<file path="config.mk">
export PLATFORM = sky130hd
export DESIGN_NAME = tug_playfield_flat
export DESIGN_NICKNAME = d
export VERILOG_FILES = /design/src/rtl/tug_if.sv /design/src/rtl/tug_playfield.sv /design/src/flat_wrapper.sv
export SDC_FILE = /design/constraint.sdc
export NUM_CORES = 1
export LEC_CHECK = 0
export BUFFER_PORTS_ARGS = -buffer_cell sky130_fd_sc_hd__buf_4
export CORE_MARGIN = 1
export CORE_UTILIZATION = 45
export CTS_BUF_LIST = sky130_fd_sc_hd__clkbuf_16
export CTS_CLUSTER_DIAMETER = 80
export CTS_CLUSTER_SIZE = 8
export DETAILED_ROUTE_END_ITERATION = 8
export GPL_ROUTABILITY_DRIVEN = 0
export MAX_ROUTING_LAYER = met4
export PLACE_DENSITY = 0.66
export SYNTH_ARGS = -nofsm -noshare
export SYNTH_HDL_FRONTEND = slang
export SYNTH_SLANG_ARGS = --single-unit
</file>
<file path="constraint.sdc">
create_clock -name clk -period 3.85 [get_ports clk]
set_input_delay 0.5775 -clock clk [delete_from_list [all_inputs] [get_ports clk]]
set_output_delay 0.5775 -clock clk [all_outputs]
set_load 0.005 [all_outputs]
</file>
<file path="src/rtl/tug_if.sv">
// Playfield bus: raw player keys in, light field, press pulses and game result out.
interface tug_if #(
    parameter int unsigned NUM_LIGHTS = 9
);
    logic                  key_l_raw;
    logic                  key_r_raw;
    logic [NUM_LIGHTS-1:0] leds;
    logic                  l_pulse;
    logic                  r_pulse;
    logic                  win_pulse;
    logic [1:0]            winner;

    modport master (
        output key_l_raw, key_r_raw,
        input  leds, l_pulse, r_pulse, win_pulse, winner
    );

    modport slave (
        input  key_l_raw, key_r_raw,
        output leds, l_pulse, r_pulse, win_pulse, winner
    );
endinterface

</file>
<file path="src/rtl/tug_playfield.sv">
// Tug-of-war playfield: key synchronise/edge-detect, one-hot light mover, game-over freeze.
module tug_playfield #(
    parameter int unsigned NUM_LIGHTS = 9,
    parameter int unsigned CENTER     = 5
) (
    input logic clk,
    input logic reset,
    tug_if.slave bus
);
    localparam int unsigned POS_W = $clog2(NUM_LIGHTS + 1);

    typedef enum logic {
        PLAY = 1'b0,
        DONE = 1'b1
    } state_t;

    state_t           state, state_d;
    logic [POS_W-1:0] pos, pos_d;
    logic [1:0]       winner_q, winner_d;
    logic             win_pulse_q, win_pulse_d;

    // bit 0 = s1, bit 1 = s2, bit 2 = s3; all ones at reset so a held key is not a press
    logic [2:0] sync_l, sync_r;
    logic       l_press, r_press;

    always_ff @(posedge clk) begin
        if (reset) begin
            sync_l <= 3'b111;
            sync_r <= 3'b111;
        end else begin
            sync_l <= {sync_l[1:0], bus.key_l_raw};
            sync_r <= {sync_r[1:0], bus.key_r_raw};
        end
    end

    assign l_press = sync_l[1] & ~sync_l[2];
    assign r_press = sync_r[1] & ~sync_r[2];

    always_ff @(posedge clk) begin
        if (reset) begin
            state       <= PLAY;
            pos         <= POS_W'(CENTER);
            winner_q    <= 2'b00;
            win_pulse_q <= 1'b0;
        end else begin
            state       <= state_d;
            pos         <= pos_d;
            winner_q    <= winner_d;
            win_pulse_q <= win_pulse_d;
        end
    end

    // Simultaneous presses cancel; pushing past either end finishes the game.
    always_comb begin
        state_d     = state;
        pos_d       = pos;
        winner_d    = winner_q;
        win_pulse_d = 1'b0;
        case (state)
            PLAY: begin
                if (l_press && !r_press) begin
                    if (pos == POS_W'(NUM_LIGHTS)) begin
                        state_d     = DONE;
                        winner_d    = 2'b10;
                        win_pulse_d = 1'b1;
                    end else begin
                        pos_d = pos + POS_W'(1);
                    end
                end else if (r_press && !l_press) begin
                    if (pos == POS_W'(1)) begin
                        state_d     = DONE;
                        winner_d    = 2'b01;
                        win_pulse_d = 1'b1;
                    end else begin
                        pos_d = pos - POS_W'(1);
                    end
                end
            end
            DONE: begin
                state_d = DONE;
            end
            default: begin
                state_d = PLAY;
            end
        endcase
    end

    // Field is decoded from registered state, so it still shows the pre-move light during a pulse.
    logic [NUM_LIGHTS-1:0] leds_c;
    always_comb begin
        leds_c = '0;
        if (state == PLAY) begin
            leds_c = NUM_LIGHTS'(1) << (pos - POS_W'(1));
        end
    end

    assign bus.leds      = leds_c;
    assign bus.l_pulse   = l_press;
    assign bus.r_pulse   = r_press;
    assign bus.win_pulse = win_pulse_q;
    assign bus.winner    = winner_q;
endmodule

</file>
<file path="src/flat_wrapper.sv">
// flat-port wrapper written by rule: the top's interface ports become plain ports
module tug_playfield_flat 
#(
    parameter int unsigned NUM_LIGHTS = 9,
    parameter int unsigned CENTER     = 5
)
  (clk, reset, bus_key_l_raw, bus_key_r_raw, bus_leds, bus_l_pulse, bus_r_pulse, bus_win_pulse, bus_winner);
  tug_if #(.NUM_LIGHTS(NUM_LIGHTS)) bus_i ();
  input logic clk;
  input logic reset;
  input wire logic [$bits(bus_i.key_l_raw)-1:0] bus_key_l_raw;
  input wire logic [$bits(bus_i.key_r_raw)-1:0] bus_key_r_raw;
  output wire logic [$bits(bus_i.leds)-1:0] bus_leds;
  output wire logic [$bits(bus_i.l_pulse)-1:0] bus_l_pulse;
  output wire logic [$bits(bus_i.r_pulse)-1:0] bus_r_pulse;
  output wire logic [$bits(bus_i.win_pulse)-1:0] bus_win_pulse;
  output wire logic [$bits(bus_i.winner)-1:0] bus_winner;
  assign bus_i.key_l_raw = bus_key_l_raw;
  assign bus_i.key_r_raw = bus_key_r_raw;
  assign bus_leds = bus_i.leds;
  assign bus_l_pulse = bus_i.l_pulse;
  assign bus_r_pulse = bus_i.r_pulse;
  assign bus_win_pulse = bus_i.win_pulse;
  assign bus_winner = bus_i.winner;
  tug_playfield #(.NUM_LIGHTS(NUM_LIGHTS), .CENTER(CENTER)) u_core (.clk(clk), .reset(reset), .bus(bus_i));
endmodule
</file>
* Yosys cells after proc, flatten, opt, wreduce, memory -nomap -nowiden
Cells that the tools add are included.
Word-level totals: flip-flop bits (word level) 14, bits of input ports 4, output and inout bits 14, word-level logic and storage cells 42
Cells by class: $add $sub $neg 2, eq/ne operators 5, shift-type cells 1, multiplexer cells 14, bitwise gates (word level) 5, reduce and logical (&&, ||, !) cells 9
Operators with widths (count):
- $mux 4 | 4
- $mux 9 | 1
- $shl 1x4->9 const A | 1
- $mux 2 | 4
- $reduce_and 4->1 | 2
- $add 4x1->4 const B | 1
- $eq 4x1->1 const B | 1
- $eq 4x4->1 const B | 1
- $mux 1 | 4
- $ne 2x2->1 const B | 2
- $reduce_bool 2->1 | 2
- $sub 4x1->4 const B | 1
- $not 1->1 | 3
- $and 1x1->1 | 2
- $logic_and 1x1->1 | 2
- $logic_not 1->1 | 2
- $ne 2x1->1 const B | 1
- $pmux 1 s2 | 1
- $reduce_or 2->1 | 1

* Longest topological paths before layout
Gate-level depths: netlist of run 1.
word-level depth 7, depth in mapped cells 7, depth with buffers taken out 7

* Worst setup path before layout of run 1
Ideal clock, no wire load.
path type register -> output, from register u_core.pos[0], to output port bus_leds[0], arrival 1.380 ns, data required time 3.273 ns, path slack 1.893 ns, stages on the path, launching flop included 7, path buffers 0, cells stage by stage dfxtp_1 inv_1 ha_1 or2_1 o21ai_1 o21ai_1 nor2_1
Between the ends: cells in the longest elaborated chain, start to end 3
RTL lines:
- start, declared | RTL line tug_playfield.sv:18 | logic [POS_W-1:0] pos, pos_d;
- start signal, assigned | RTL line tug_playfield.sv:42 | pos <= POS_W'(CENTER);
- start signal, assigned | RTL line tug_playfield.sv:47 | pos <= pos_d;
- $sub 4x1->4 | RTL line tug_playfield.sv:93 | leds_c = NUM_LIGHTS'(1) << (pos - POS_W'(1));
- $shl 1x4->9 | RTL line tug_playfield.sv:93
- $mux 9 | RTL line tug_playfield.sv:92 | if (state == PLAY) begin
- end, declared | RTL line flat_wrapper.sv:13 | output wire logic [$bits(bus_i.leds)-1:0] bus_leds;
Every way passes these cells.

* Final worst setup path of run 1
from register u_core.pos[0], to output port bus_leds[2]
Same word-level chain as after synthesis.

==> impl_metrics.xml, run 1 <==
<?xml version="1.0" encoding="UTF-8"?>
<metrics>
  <group name="power_and_ir_drop">
    <metric name="pwr-share-clk" unit="%">51.1</metric>
    <metric name="seq_power_share" unit="%">39.3</metric>
    <metric name="power_density_cells" unit="nW/um2">357.5</metric>
    <metric name="p_int" unit="mW">0.3041</metric>
    <metric name="pwr-share-comb" unit="%">9.7</metric>
    <metric name="swShare" unit="%">21.40</metric>
    <metric name="vdd_drop_max" unit="mV">0.2980</metric>
    <metric name="leakagePower" unit="nW">0.4829</metric>
    <metric name="switchingPower" unit="mW">0.08282</metric>
  </group>
  <group name="clocking">
    <metric name="tritoncts_clock_tree" unit="">done</metric>
    <metric name="ctsLongestPathBuffers" unit="">2</metric>
    <metric name="clock_insertion_delay_worst_skew" unit="ns">0.25</metric>
    <metric name="postCtsHoldBufs" unit="">0</metric>
    <metric name="post-cts-setup-buffer-count" unit="">0</metric>
    <metric name="cts_max_level" unit="">1</metric>
    <metric name="cts-resized-gates" unit="">0</metric>
    <metric name="clk_root_buffer_cell" unit="">clkbuf_16</metric>
    <metric name="cts.sinks" unit="">14</metric>
    <metric name="clkTransAtPathRegs" unit="ns">0.05</metric>
    <metric name="cts-buffers-inserted" unit="">3</metric>
  </group>
  <group name="worst_setup_path">
    <metric name="critical-path-top-delay-family" unit="">flip-flops</metric>
    <metric name="worstPathBufferInverterCount" unit="">2</metric>
    <metric name="cp_max_fo" unit="">9</metric>
    <metric name="timing.critical_path.cells" unit="">inv_1 &gt; ha_1 &gt; or2_1 &gt; o21ai_1 &gt; o21ai_1 &gt; nor2_1 &gt; buf_4</metric>
    <metric name="worst_path_max_delay_cell" unit="">dfxtp_1</metric>
    <metric name="timing.critical_path.mode_cell" unit="">o21ai_1</metric>
    <metric name="cpPeakStageDelay" unit="ns">0.48</metric>
    <metric name="arrival" unit="ns">1.90</metric>
    <metric name="type_of_origin_of_the_critical_path" unit="">flip-flop</metric>
    <metric name="worst-setup-path-type" unit="">reg2out</metric>
    <metric name="setup.worst_path.end_class" unit="">primary output</metric>
    <metric name="worstPathRequired" unit="ns">3.27</metric>
  </group>
  <group name="layout">
    <metric name="nNetsFinal" unit="">137</metric>
    <metric name="post-route-util" unit="%">61.35</metric>
    <metric name="syn_to_final_growth" unit="%">25.54</metric>
    <metric name="fraction_of_final_layout_cells_sized_beyond_drive_strength_1" unit="%">23.58</metric>
    <metric name="multi_input_area" unit="um2">534.3</metric>
    <metric name="nFillCells" unit="">170</metric>
    <metric name="antenna_cells_inserted" unit="">0</metric>
    <metric name="final-seq-area" unit="um2">280.3</metric>
  </group>
  <group name="hold_path">
    <metric name="hold_path.class" unit="">reg2reg</metric>
  </group>
  <group name="timing">
    <metric name="count_of_endpoints_failing_setup_in_the_final_report" unit="">0</metric>
    <metric name="rsz0062_at_grt" unit="">no</metric>
    <metric name="timing.clock.skew" unit="ns">0.004111</metric>
    <metric name="fraction_of_the_cycle_the_final_worst_path_needs" unit="%">64.34</metric>
    <metric name="worst_slew_margin_rel" unit="%">72.79</metric>
    <metric name="fmax" unit="GHz">0.4037</metric>
    <metric name="max_slew.worst_pin.slew" unit="ns">0.4076</metric>
    <metric name="fin_setup_tns" unit="ns">0</metric>
    <metric name="worst_slack" unit="ns">1.373</metric>
    <metric name="timing_hold_violations_final" unit="">0</metric>
    <metric name="finalCriticalPeriod" unit="ns">2.477</metric>
    <metric name="timing_max_transition_violations_final" unit="">0</metric>
  </group>
  <group name="drt">
    <metric name="detail-route-antenna-nets" unit="">0</metric>
    <metric name="routed_wl" unit="um">1681</metric>
    <metric name="num_vias" unit="">726</metric>
    <metric name="route.detailed.wl_per_inst" unit="um">11.36</metric>
    <metric name="dr_vias_cell" unit="">4.905</metric>
    <metric name="detailedRoute.firstIterationViolations" unit="">6</metric>
    <metric name="drt_drc" unit="">0</metric>
    <metric name="first_pass_iters" unit="">4</metric>
  </group>
  <group name="floorplan">
    <metric name="std_cell_rows" unit="">15</metric>
    <metric name="die-height" unit="um">45.77</metric>
    <metric name="ioPinCount" unit="">18</metric>
    <metric name="floorplan.initialDensity" unit="%">48.87</metric>
    <metric name="fp.dieW" unit="um">45.77</metric>
    <metric name="fp.coreArea" unit="um2">1764</metric>
    <metric name="fp.dieArea" unit="um2">2095</metric>
  </group>
  <group name="global_route">
    <metric name="wire_length_of_the_first_global_routing_pass" unit="um">2656</metric>
    <metric name="globalRoute.totalOverflow" unit="">0</metric>
    <metric name="grt_start_max_net_pins" unit="">15</metric>
    <metric name="first_global_vias" unit="">624</metric>
    <metric name="groute.usage.overall" unit="%">19.02</metric>
    <metric name="antenna_found_initial" unit="">0</metric>
  </group>
  <group name="synthesis">
    <metric name="syn-cell-area" unit="um2">862.1</metric>
    <metric name="yosysUniqueCellTypes" unit="">34</metric>
    <metric name="synth_cells" unit="">106</metric>
    <metric name="synth.avg_cell_area" unit="um2">8.133</metric>
    <metric name="synth_nets" unit="">119</metric>
    <metric name="yosysSeqAreaShare" unit="%">32.51</metric>
    <metric name="synth-warning-count" unit="">0</metric>
    <metric name="synth.ff_latch_count" unit="">14</metric>
  </group>
  <group name="run_status">
    <metric name="outcome" unit="">finished, final reports clean</metric>
  </group>
  <group name="placed_design">
    <metric name="place.port_buffers" unit="">17</metric>
    <metric name="detailed_place_hpwl" unit="um">1202</metric>
    <metric name="detailedPlace.worstSlack" unit="ns">1.657</metric>
  </group>
  <group name="run">
    <metric name="drv_cap" unit="">0</metric>
  </group>
</metrics>
[worst register-to-register path, delay by kind of cell (launching register included)]
family | cells | cell delay (ns)
flops | 1 | 0.31
compound gates | 1 | 0.16
simple gates | 4 | 1.00
fa+ha+maj | 1 | 0.32
[flip-flops by register name, indices dropped and copies added, names as in the netlist]
signal and count:
u_core.state 1, u_core.sync_r 3, u_core.bus.win_pulse 1, u_core.bus.winner 2, u_core.sync_l 3, u_core.pos 4
[power by group through the flow]
stage	clock, mW	combinational, mW	sequential [mW]
4_1_cts	0.203	0.0378	0.152
3_3_place_gp	0	0.0372	0.154
6_report	0.198	0.0375	0.152
2_1_floorplan	0	0.0248	0.154
3_5_place_dp	0	0.0376	0.154
5_1_grt	0.209	0.0423	0.152
[metrics by stage]
step	instances	hold WS, ns	total power [mW]	area, um2
floorplan	106	0.3895	0.1786	862.1
global placement	144	0.3911	0.1914	1003
detailed placement	144	0.3968	0.1921	1003
CTS	148	0.4075	0.3928	1082
global route	148	0.4340	0.4039	1082
finish	148	0.4047	0.3869	1082
[cells in the mapped netlist, drive strengths merged]
library cell | n | area share [%]
clkbuf | 2 | 0.87
inv | 8 | 3.5
mux2 | 1 | 1.3
nand2 | 5 | 2.2
nor3b | 1 | 0.87
dfxtp | 14 | 33
a31oi | 2 | 1.5
xor2 | 1 | 1.0
ha | 9 | 13
and4 | 1 | 1.0
o21ai | 8 | 4.6
or2 | 8 | 5.8
or3 | 1 | 0.73
or3b | 1 | 1.0
nand2b | 6 | 5.2
nand3b | 1 | 0.87
buf | 2 | 1.2
a32oi | 1 | 1.0
xnor2 | 1 | 1.0
or4b | 1 | 1.2
a211oi | 1 | 0.87
a21oi | 5 | 2.9
nor2 | 16 | 7.8
a211o | 1 | 1.0
nor2b | 3 | 2.2
nor3 | 1 | 0.58
mux2i | 1 | 1.2
o21a | 1 | 0.87
nand3 | 2 | 1.2
o2111ai | 1 | 1.0
[worst paths after layout]
| kind | depth (start not counted) | slack [ns] | to | startpoint |
|---|---|---|---|---|
| setup / recovery | 7 | 1.37 | bus_leds[2] | u_core.pos[0] |
| hold / removal | 1 | 0.40 | u_core.sync_l[1] | u_core.sync_l[0] |
| setup reg to reg | 6 | 1.97 | u_core.bus.winner[1] | u_core.sync_l[1] |
| hold reg to reg | 1 | 0.40 | u_core.sync_l[1] | u_core.sync_l[0] |
[final cells by class]
type / count / share of cell area (%)
clock buffers: 3 / 6.936
clock inverters: 1 / 0.3468
inverters: 8 / 2.775
repair buffers: 17 / 11.79
multi-input cells: 80 / 49.36
flip-flops and latches: 14 / 25.90
well taps: 25 / 2.890
[cell families (layout without fill, tap and decap cells)]
kind of cell             Yosys count  count (layout)  share of synthesized area, %
AO/OA/AOI/OAI                     20              20                         13.79
XOR/XNOR                           2               2                         2.032
adder cells (fa/ha/maj)            9               9                         13.06
buffers and inverters             12              29                         5.516
flip-flops                        14              14                         32.51
multiplexers                       2               2                         2.467
AND/OR/NAND/NOR                   47              47                         30.62
[placed cells by master (no fill, tap or decap), drive strengths merged]
| cell type | count |
|---|---|
| xnor2 | 1 |
| xor2 | 1 |
| dfxtp | 14 |
| inv | 8 |
| nand3b | 1 |
| or3 | 1 |
| or2 | 8 |
| mux2i | 1 |
| mux2 | 1 |
| o21ai | 8 |
| a31oi | 2 |
| nand2b | 6 |
| nor2 | 16 |
| or4b | 1 |
| a211o | 1 |
| or3b | 1 |
| o2111ai | 1 |
| nand2 | 5 |
| nor3 | 1 |
| nor3b | 1 |
| o21a | 1 |
| a211oi | 1 |
| and4 | 1 |
| clkinv | 1 |
| nand3 | 2 |
| nor2b | 3 |
| ha | 9 |
| buf | 17 |
| a32oi | 1 |
| a21oi | 5 |
| clkbuf | 3 |
[metal layers]
metal  vias to the layer above  routed length, um  track usage (%)
met5                         -                  0                -
met4                         0                 23            7.647
met3                         3                 85            8.333
met2                        14                781            29.14
met1                       324                791            21.63
li1                        385                  -                -
(Power assumes the default switching activity.)
==> run 2: changes to the inputs <==
==> constraint.sdc (replaced) <==
create_clock -name clk -period 2.3 [get_ports clk]
set_input_delay 0.345 -clock clk [delete_from_list [all_inputs] [get_ports clk]]
set_output_delay 0.345 -clock clk [all_outputs]
set_load 0.005 [all_outputs]
==> run 2 against run 1 <==
  * Count of clock-buffer cells in the layout did not move
  * Highest routed layer unchanged
  * Critical endpoint unchanged
  * Cell area is 0.23% higher
  * First-iteration DRC count did not move
  * Register-to-register slack got worse by 1.6 ns
  * Final cell count unchanged
  * Clock power increased by 67%
  * Sequential power up 68%
  * Critical path type unchanged
==> impl_metrics.xml, run 2 (same netlist as run 1, synthesis figures left out) <==
<?xml version="1.0" encoding="UTF-8"?>
<metrics>
  <group name="run_status">
    <metric name="outcome" unit="">finished, final reports clean</metric>
  </group>
  <group name="power_and_ir_drop">
    <metric name="pwr-share-clk" unit="%">51.0</metric>
    <metric name="totalPowerFinal" unit="mW">0.6483</metric>
    <metric name="leakagePower" unit="nW">0.4830</metric>
    <metric name="pwr-share-comb" unit="%">9.7</metric>
    <metric name="switchingPower" unit="mW">0.1388</metric>
    <metric name="p_int" unit="mW">0.5094</metric>
    <metric name="swShare" unit="%">21.41</metric>
    <metric name="vdd_drop_max" unit="mV">0.4989</metric>
    <metric name="power_density_cells" unit="nW/um2">597.6</metric>
    <metric name="seq_power_share" unit="%">39.3</metric>
  </group>
  <group name="timing">
    <metric name="finalCriticalPeriod" unit="ns">2.126</metric>
    <metric name="fmax" unit="GHz">0.4704</metric>
    <metric name="fraction_of_the_cycle_the_final_worst_path_needs" unit="%">92.43</metric>
    <metric name="timing.clock.skew" unit="ns">0.004199</metric>
    <metric name="worst_slew_margin_rel" unit="%">72.79</metric>
    <metric name="fin_setup_tns" unit="ns">0</metric>
    <metric name="rsz0062_at_grt" unit="">no</metric>
    <metric name="count_of_endpoints_failing_setup_in_the_final_report" unit="">0</metric>
    <metric name="timing_max_transition_violations_final" unit="">0</metric>
    <metric name="max_slew.worst_pin.slew" unit="ns">0.4076</metric>
    <metric name="timing_hold_violations_final" unit="">0</metric>
  </group>
  <group name="placed_design">
    <metric name="detailed_place_hpwl" unit="um">1202</metric>
    <metric name="place.port_buffers" unit="">17</metric>
    <metric name="numPlacedInstances" unit="">144</metric>
  </group>
  <group name="global_route">
    <metric name="globalRoute.totalOverflow" unit="">0</metric>
    <metric name="grt_start_max_net_pins" unit="">15</metric>
    <metric name="wire_length_of_the_first_global_routing_pass" unit="um">2656</metric>
    <metric name="groute.usage.overall" unit="%">19.02</metric>
    <metric name="antenna_found_initial" unit="">0</metric>
    <metric name="first_global_vias" unit="">624</metric>
  </group>
  <group name="layout">
    <metric name="fraction_of_final_layout_cells_sized_beyond_drive_strength_1" unit="%">25.20</metric>
    <metric name="max_flop_register" unit="">u_core.pos</metric>
    <metric name="layout_common_cells" unit="">17 x buf_4, 15 x nor2_1, 12 x dfxtp_1</metric>
    <metric name="reg_top3" unit="">u_core.pos x4, u_core.sync_l x3, u_core.sync_r x3</metric>
    <metric name="nNetsFinal" unit="">137</metric>
    <metric name="instances_no_fill" unit="">148</metric>
    <metric name="largest_reg_flops" unit="">4</metric>
    <metric name="syn_to_final_growth" unit="%">25.83</metric>
    <metric name="final_common_cell" unit="">buf_4</metric>
    <metric name="antenna_cells_inserted" unit="">0</metric>
    <metric name="nFillCells" unit="">168</metric>
  </group>
  <group name="drt">
    <metric name="routed_wl" unit="um">1684</metric>
    <metric name="dr_vias_cell" unit="">4.899</metric>
    <metric name="first_pass_iters" unit="">4</metric>
    <metric name="route.detailed.wl_per_inst" unit="um">11.38</metric>
    <metric name="num_vias" unit="">725</metric>
    <metric name="detail-route-antenna-nets" unit="">0</metric>
    <metric name="detailedRoute.firstIterationViolations" unit="">6</metric>
    <metric name="drt_drc" unit="">0</metric>
  </group>
  <group name="clocking">
    <metric name="cts-buffers-inserted" unit="">3</metric>
    <metric name="cts_max_level" unit="">1</metric>
    <metric name="clkTransAtPathRegs" unit="ns">0.05</metric>
    <metric name="ctsLongestPathBuffers" unit="">2</metric>
    <metric name="tritoncts_clock_tree" unit="">done</metric>
    <metric name="post-cts-setup-buffer-count" unit="">0</metric>
    <metric name="clk_root_buffer_cell" unit="">clkbuf_16</metric>
    <metric name="cts.sinks" unit="">14</metric>
    <metric name="clock_insertion_delay_worst_skew" unit="ns">0.25</metric>
  </group>
  <group name="worst_setup_path">
    <metric name="worstPathRequired" unit="ns">1.96</metric>
    <metric name="setup.worst_path.end_class" unit="">primary output</metric>
    <metric name="type_of_origin_of_the_critical_path" unit="">flip-flop</metric>
    <metric name="arrival" unit="ns">1.78</metric>
    <metric name="critical_path.endpoint" unit="">bus_leds[2]</metric>
    <metric name="r2r_start" unit="">u_core.sync_l[1]</metric>
    <metric name="regToRegSetupSlack" unit="ns">0.42</metric>
    <metric name="critical_path.reg2reg.endpoint" unit="">u_core.bus.winner[1]</metric>
    <metric name="crit_start" unit="">u_core.pos[0]</metric>
    <metric name="worst-setup-path-type" unit="">reg2out</metric>
    <metric name="cp_max_fo" unit="">9</metric>
    <metric name="ff2ff_path_depth" unit="">6</metric>
  </group>
  <group name="floorplan">
    <metric name="floorplan.initialDensity" unit="%">48.87</metric>
    <metric name="fp.coreArea" unit="um2">1764</metric>
    <metric name="fp.dieW" unit="um">45.77</metric>
    <metric name="die-height" unit="um">45.77</metric>
    <metric name="std_cell_rows" unit="">15</metric>
    <metric name="fp.dieArea" unit="um2">2095</metric>
    <metric name="ioPinCount" unit="">18</metric>
  </group>
  <group name="hold_path">
    <metric name="hold_path.class" unit="">in2reg</metric>
  </group>
  <group name="run">
    <metric name="drv_cap" unit="">0</metric>
  </group>
</metrics>
## run 2: cell count changes in the layout (fill, tap and decap cells not counted)
cell | previous run | this run
dfxtp_2 | 0 | 2
dfxtp_1 | 14 | 12
## run 2: critical path: stages (launching register included)
cell	delay (ns)
dfxtp_2	0.41
inv_1	0.10
ha_1	0.25
or2_1	0.25
o21ai_1	0.16
o21ai_1	0.13
nor2_1	0.12
buf_4	0.12
## run 2: metrics by stage
step	hold WS, ns	setup slack [ns]	utilization [%]	cell area, um2
after detailed placement	0.3968	0.3399	56.88	1003
final	0.2833	0.1741	61.49	1085
after floorplan	0.3895	0.5183	-	862.1
after global routing	0.2832	0.03274	61.49	1085
after global placement	0.3911	0.4063	56.88	1003
after CTS	0.2813	0.05361	61.35	1082
## run 2: worst min-delay path by stage
stage,slack (ns),start,cells after the start,to
floorplan,0.39,u_core.sync_l[0],1,u_core.sync_l[1]
detailed placement,0.40,u_core.sync_l[0],1,u_core.sync_l[1]
global route,0.28,bus_key_r_raw,2,u_core.sync_r[0]
finish,0.28,bus_key_r_raw,2,u_core.sync_r[0]
global placement,0.39,u_core.sync_l[0],1,u_core.sync_l[1]
CTS,0.28,bus_key_r_raw,2,u_core.sync_r[0]
## run 2: area by class of cell
| class | count | area [um2] | share of cell area [%] |
|---|---|---|---|
| Clock buffer | 3 | 75.07 | 6.920 |
| Clock inverter | 1 | 3.754 | 0.3460 |
| Inverter | 8 | 30.03 | 2.768 |
| Multi-Input combinational cell | 80 | 534.3 | 49.25 |
| Sequential cell | 14 | 282.8 | 26.07 |
| Tap cell | 25 | 31.28 | 2.884 |
| Timing Repair Buffer | 17 | 127.6 | 11.76 |
## run 2: layer usage
| layer | routed length [um] | up-vias | GRT usage, % |
|---|---|---|---|
| met1 | 793 | 324 | 21.63 |
| met3 | 85 | 3 | 8.333 |
| met4 | 23 | 0 | 7.647 |
| li1 | - | 384 | - |
| met2 | 782 | 14 | 29.14 |
| met5 | 0 | - | - |
## run 2: timing repair
| action | 4_1_cts | 5_1_grt |
|---|---|---|
| hold endpoints to repair | 0 | 0 |
| setup endpoints to repair | 0 | 8 |
| gates resized for setup | 0 | 2 |
| hold buffers | 0 | 0 |
## run 2: power by group through the flow
stage          combinational [mW]  sequential (mW)  clock [mW]
5_1_grt                    0.0710            0.255       0.350
3_5_place_dp               0.0630            0.259           0
3_3_place_gp               0.0623            0.258           0
6_report                   0.0628            0.255       0.331
4_1_cts                    0.0633            0.254       0.340
2_1_floorplan              0.0415            0.257           0
==> run 3: changes to the inputs <==
==> constraint.sdc (replaced) <==
create_clock -name clk -period 2.3 [get_ports clk]
set_input_delay 0.345 -clock clk [delete_from_list [all_inputs] [get_ports clk]]
set_output_delay 0.345 -clock clk [all_outputs]
set_load 0.1 [all_outputs]
==> run 3 against run 2 <==
  * Clock skew fell by 0.0023 ns
  * Combinational power rose by 110%
  * Sequential cell count did not move
  * Sequential share of layout area fell by 2.7 points
  * Non-clock buffer count rose by 2
  * Power rose by 9.9%
  * Setup slack got worse by 0.10 ns
  * Critical endpoint is now bus_leds[0]
  * Largest power group unchanged
  * Highest routed layer unchanged
==> impl_metrics.xml, run 3 (same netlist as run 1, synthesis figures left out) <==
<?xml version="1.0" encoding="UTF-8"?>
<metrics>
  <group name="run_status">
    <metric name="outcome" unit="">finished, final reports clean</metric>
  </group>
  <group name="power_and_ir_drop">
    <metric name="vdd_drop_max" unit="mV">0.5196</metric>
    <metric name="p_int" unit="mW">0.5184</metric>
    <metric name="power_density_cells" unit="nW/um2">594.1</metric>
    <metric name="pwr-share-clk" unit="%">45.9</metric>
    <metric name="pwr-share-comb" unit="%">18.7</metric>
    <metric name="swShare" unit="%">27.21</metric>
    <metric name="switchingPower" unit="mW">0.1937</metric>
    <metric name="seq_power_share" unit="%">35.4</metric>
    <metric name="leakagePower" unit="nW">0.5153</metric>
  </group>
  <group name="clocking">
    <metric name="tritoncts_clock_tree" unit="">done</metric>
    <metric name="clock_insertion_delay_worst_skew" unit="ns">0.24</metric>
    <metric name="cts-resized-gates" unit="">1</metric>
    <metric name="post-cts-setup-buffer-count" unit="">0</metric>
    <metric name="cts_max_level" unit="">1</metric>
    <metric name="postCtsHoldBufs" unit="">0</metric>
    <metric name="clk_root_buffer_cell" unit="">clkbuf_16</metric>
    <metric name="cts.sinks" unit="">14</metric>
    <metric name="ctsLongestPathBuffers" unit="">2</metric>
    <metric name="cts-buffers-inserted" unit="">3</metric>
    <metric name="clkTransAtPathRegs" unit="ns">0.05</metric>
  </group>
  <group name="worst_setup_path">
    <metric name="arrival" unit="ns">1.88</metric>
    <metric name="timing.critical_path.cells" unit="">inv_1 &gt; ha_1 &gt; or2_1 &gt; o21ai_1 &gt; o21ai_4 &gt; nor2_4 &gt; buf_8</metric>
    <metric name="worst-setup-path-type" unit="">reg2out</metric>
    <metric name="stages_on_the_worst_setup_path" unit="">7</metric>
    <metric name="ff2ff_path_depth" unit="">6</metric>
    <metric name="setup.worst_path.end_class" unit="">primary output</metric>
    <metric name="critical_path.endpoint" unit="">bus_leds[0]</metric>
    <metric name="r2r_start" unit="">u_core.sync_r[2]</metric>
    <metric name="worstPathRequired" unit="ns">1.96</metric>
    <metric name="critical-path-top-delay-family" unit="">simple AND/OR/NAND/NOR gates</metric>
    <metric name="type_of_origin_of_the_critical_path" unit="">flip-flop</metric>
    <metric name="cp_max_fo" unit="">5</metric>
    <metric name="crit_start" unit="">u_core.pos[0]</metric>
    <metric name="critical_path.reg2reg.endpoint" unit="">u_core.pos[0]</metric>
    <metric name="cpPeakStageDelay" unit="ns">0.32</metric>
    <metric name="worst_path_max_delay_cell" unit="">dfxtp_1</metric>
    <metric name="worstPathBufferInverterCount" unit="">2</metric>
    <metric name="regToRegSetupSlack" unit="ns">0.45</metric>
  </group>
  <group name="placed_design">
    <metric name="place.port_buffers" unit="">17</metric>
    <metric name="detailed_place_hpwl" unit="um">1301</metric>
  </group>
  <group name="timing">
    <metric name="timing.clock.skew" unit="ns">0.001943</metric>
    <metric name="fmax" unit="GHz">0.4491</metric>
    <metric name="finalCriticalPeriod" unit="ns">2.227</metric>
    <metric name="worst_slew_margin_rel" unit="%">68.82</metric>
    <metric name="count_of_endpoints_failing_setup_in_the_final_report" unit="">0</metric>
    <metric name="worst_hold_slack" unit="ns">0.2840</metric>
    <metric name="timing_hold_violations_final" unit="">0</metric>
    <metric name="max_slew.worst_pin.slew" unit="ns">0.4671</metric>
    <metric name="fraction_of_the_cycle_the_final_worst_path_needs" unit="%">96.82</metric>
    <metric name="timing_max_transition_violations_final" unit="">0</metric>
  </group>
  <group name="layout">
    <metric name="nNetsFinal" unit="">139</metric>
    <metric name="final_common_cell" unit="">dfxtp_1</metric>
    <metric name="layout_common_cells" unit="">14 x dfxtp_1, 12 x buf_4, 10 x nor2_1</metric>
    <metric name="fraction_of_final_layout_cells_sized_beyond_drive_strength_1" unit="%">31.20</metric>
    <metric name="antenna_cells_inserted" unit="">0</metric>
    <metric name="reg_top3" unit="">u_core.pos x4, u_core.sync_l x3, u_core.sync_r x3</metric>
    <metric name="largest_reg_flops" unit="">4</metric>
    <metric name="max_flop_register" unit="">u_core.pos</metric>
    <metric name="syn_to_final_growth" unit="%">39.04</metric>
    <metric name="post-route-util" unit="%">67.94</metric>
  </group>
  <group name="floorplan">
    <metric name="floorplan.initialDensity" unit="%">48.87</metric>
    <metric name="ioPinCount" unit="">18</metric>
    <metric name="fp.coreArea" unit="um2">1764</metric>
    <metric name="fp.dieW" unit="um">45.77</metric>
    <metric name="std_cell_rows" unit="">15</metric>
    <metric name="fp.dieArea" unit="um2">2095</metric>
    <metric name="die-height" unit="um">45.77</metric>
  </group>
  <group name="drt">
    <metric name="num_vias" unit="">756</metric>
    <metric name="dr_vias_cell" unit="">5.040</metric>
    <metric name="detailedRoute.firstIterationViolations" unit="">9</metric>
    <metric name="drt_drc" unit="">0</metric>
    <metric name="routed_wl" unit="um">1860</metric>
    <metric name="route.detailed.wl_per_inst" unit="um">12.40</metric>
    <metric name="first_pass_iters" unit="">4</metric>
    <metric name="detail-route-antenna-nets" unit="">0</metric>
  </group>
  <group name="global_route">
    <metric name="groute.usage.overall" unit="%">21.15</metric>
    <metric name="wire_length_of_the_first_global_routing_pass" unit="um">3036</metric>
    <metric name="grt_start_max_net_pins" unit="">15</metric>
    <metric name="first_global_vias" unit="">671</metric>
    <metric name="antenna_found_initial" unit="">0</metric>
    <metric name="globalRoute.totalOverflow" unit="">0</metric>
  </group>
  <group name="hold_path">
    <metric name="timing.hold.worst.start" unit="">bus_key_r_raw</metric>
    <metric name="hold_path.class" unit="">in2reg</metric>
  </group>
  <group name="run">
    <metric name="drv_cap" unit="">0</metric>
  </group>
</metrics>
run 3: cell types whose count changed in the layout (fill, tap and decap cells not counted), sizes merged:
cell  delta
buf      +2
run 3: per-layer routing:
| layer | wire length, um | share of wire, % | GRT usage, % |
|---|---|---|---|
| met1 | 852 | 46 | 26.75 |
| met2 | 918 | 49 | 33.14 |
| met3 | 72 | 3.9 | 5.952 |
| met4 | 16 | 0.86 | 5.294 |
| met5 | 0 | 0 | - |
run 3: power groups by stage:
stage / logic, mW / registers (mW) / clock network, mW
floorplan: 0.0943 / 0.260 / 0
global placement: 0.123 / 0.256 / 0
detailed placement: 0.124 / 0.257 / 0
CTS: 0.126 / 0.252 / 0.331
global route: 0.141 / 0.253 / 0.347
finish: 0.133 / 0.252 / 0.327
run 3: area by class of cell:
class / instances / area [um2]
Timing Repair Buffer: 19 / 183.9
Multi-Input combinational cell: 80 / 594.3
Clock buffer: 3 / 75.07
Clock inverter: 1 / 3.754
Inverter: 8 / 30.03
Sequential cell: 14 / 280.3
Fill cell: 161 / 565.5
Tap cell: 25 / 31.28
run 3: worst reg2reg max path: cells and delay by family, from the launching register on:
| kind | cells | cell delay, ns |
|---|---|---|
| fa+ha+maj | 1 | 0.32 |
| flops | 1 | 0.29 |
| simple gates | 1 | 0.18 |
| xor+xnor | 1 | 0.20 |
| compound gates | 3 | 0.74 |
run 3: worst min-delay path by stage:
stage	slack, ns	endpoint	depth (start not counted)
floorplan	0.39	u_core.sync_l[1]	1
global placement	0.39	u_core.sync_l[1]	1
detailed placement	0.39	u_core.sync_l[1]	1
CTS	0.29	u_core.sync_r[0]	2
global route	0.28	u_core.sync_r[0]	2
finish	0.28	u_core.sync_r[0]	2
run 3: stage by stage:
step / setup slack, ns / std cells / total power [mW] / TNS (ns) / instance area (um2)
global placement: 0.2713 / 146 / 0.3790 / 0 / 1064
CTS: 0.007700 / 150 / 0.7090 / 0 / 1146
detailed placement: 0.1646 / 146 / 0.3808 / 0 / 1064
finish: 0.07317 / 150 / 0.7121 / 0 / 1199
global route: -0.02288 / 150 / 0.7404 / -0.06816 / 1199
floorplan: -0.4277 / 106 / 0.3540 / -1.711 / 907.1
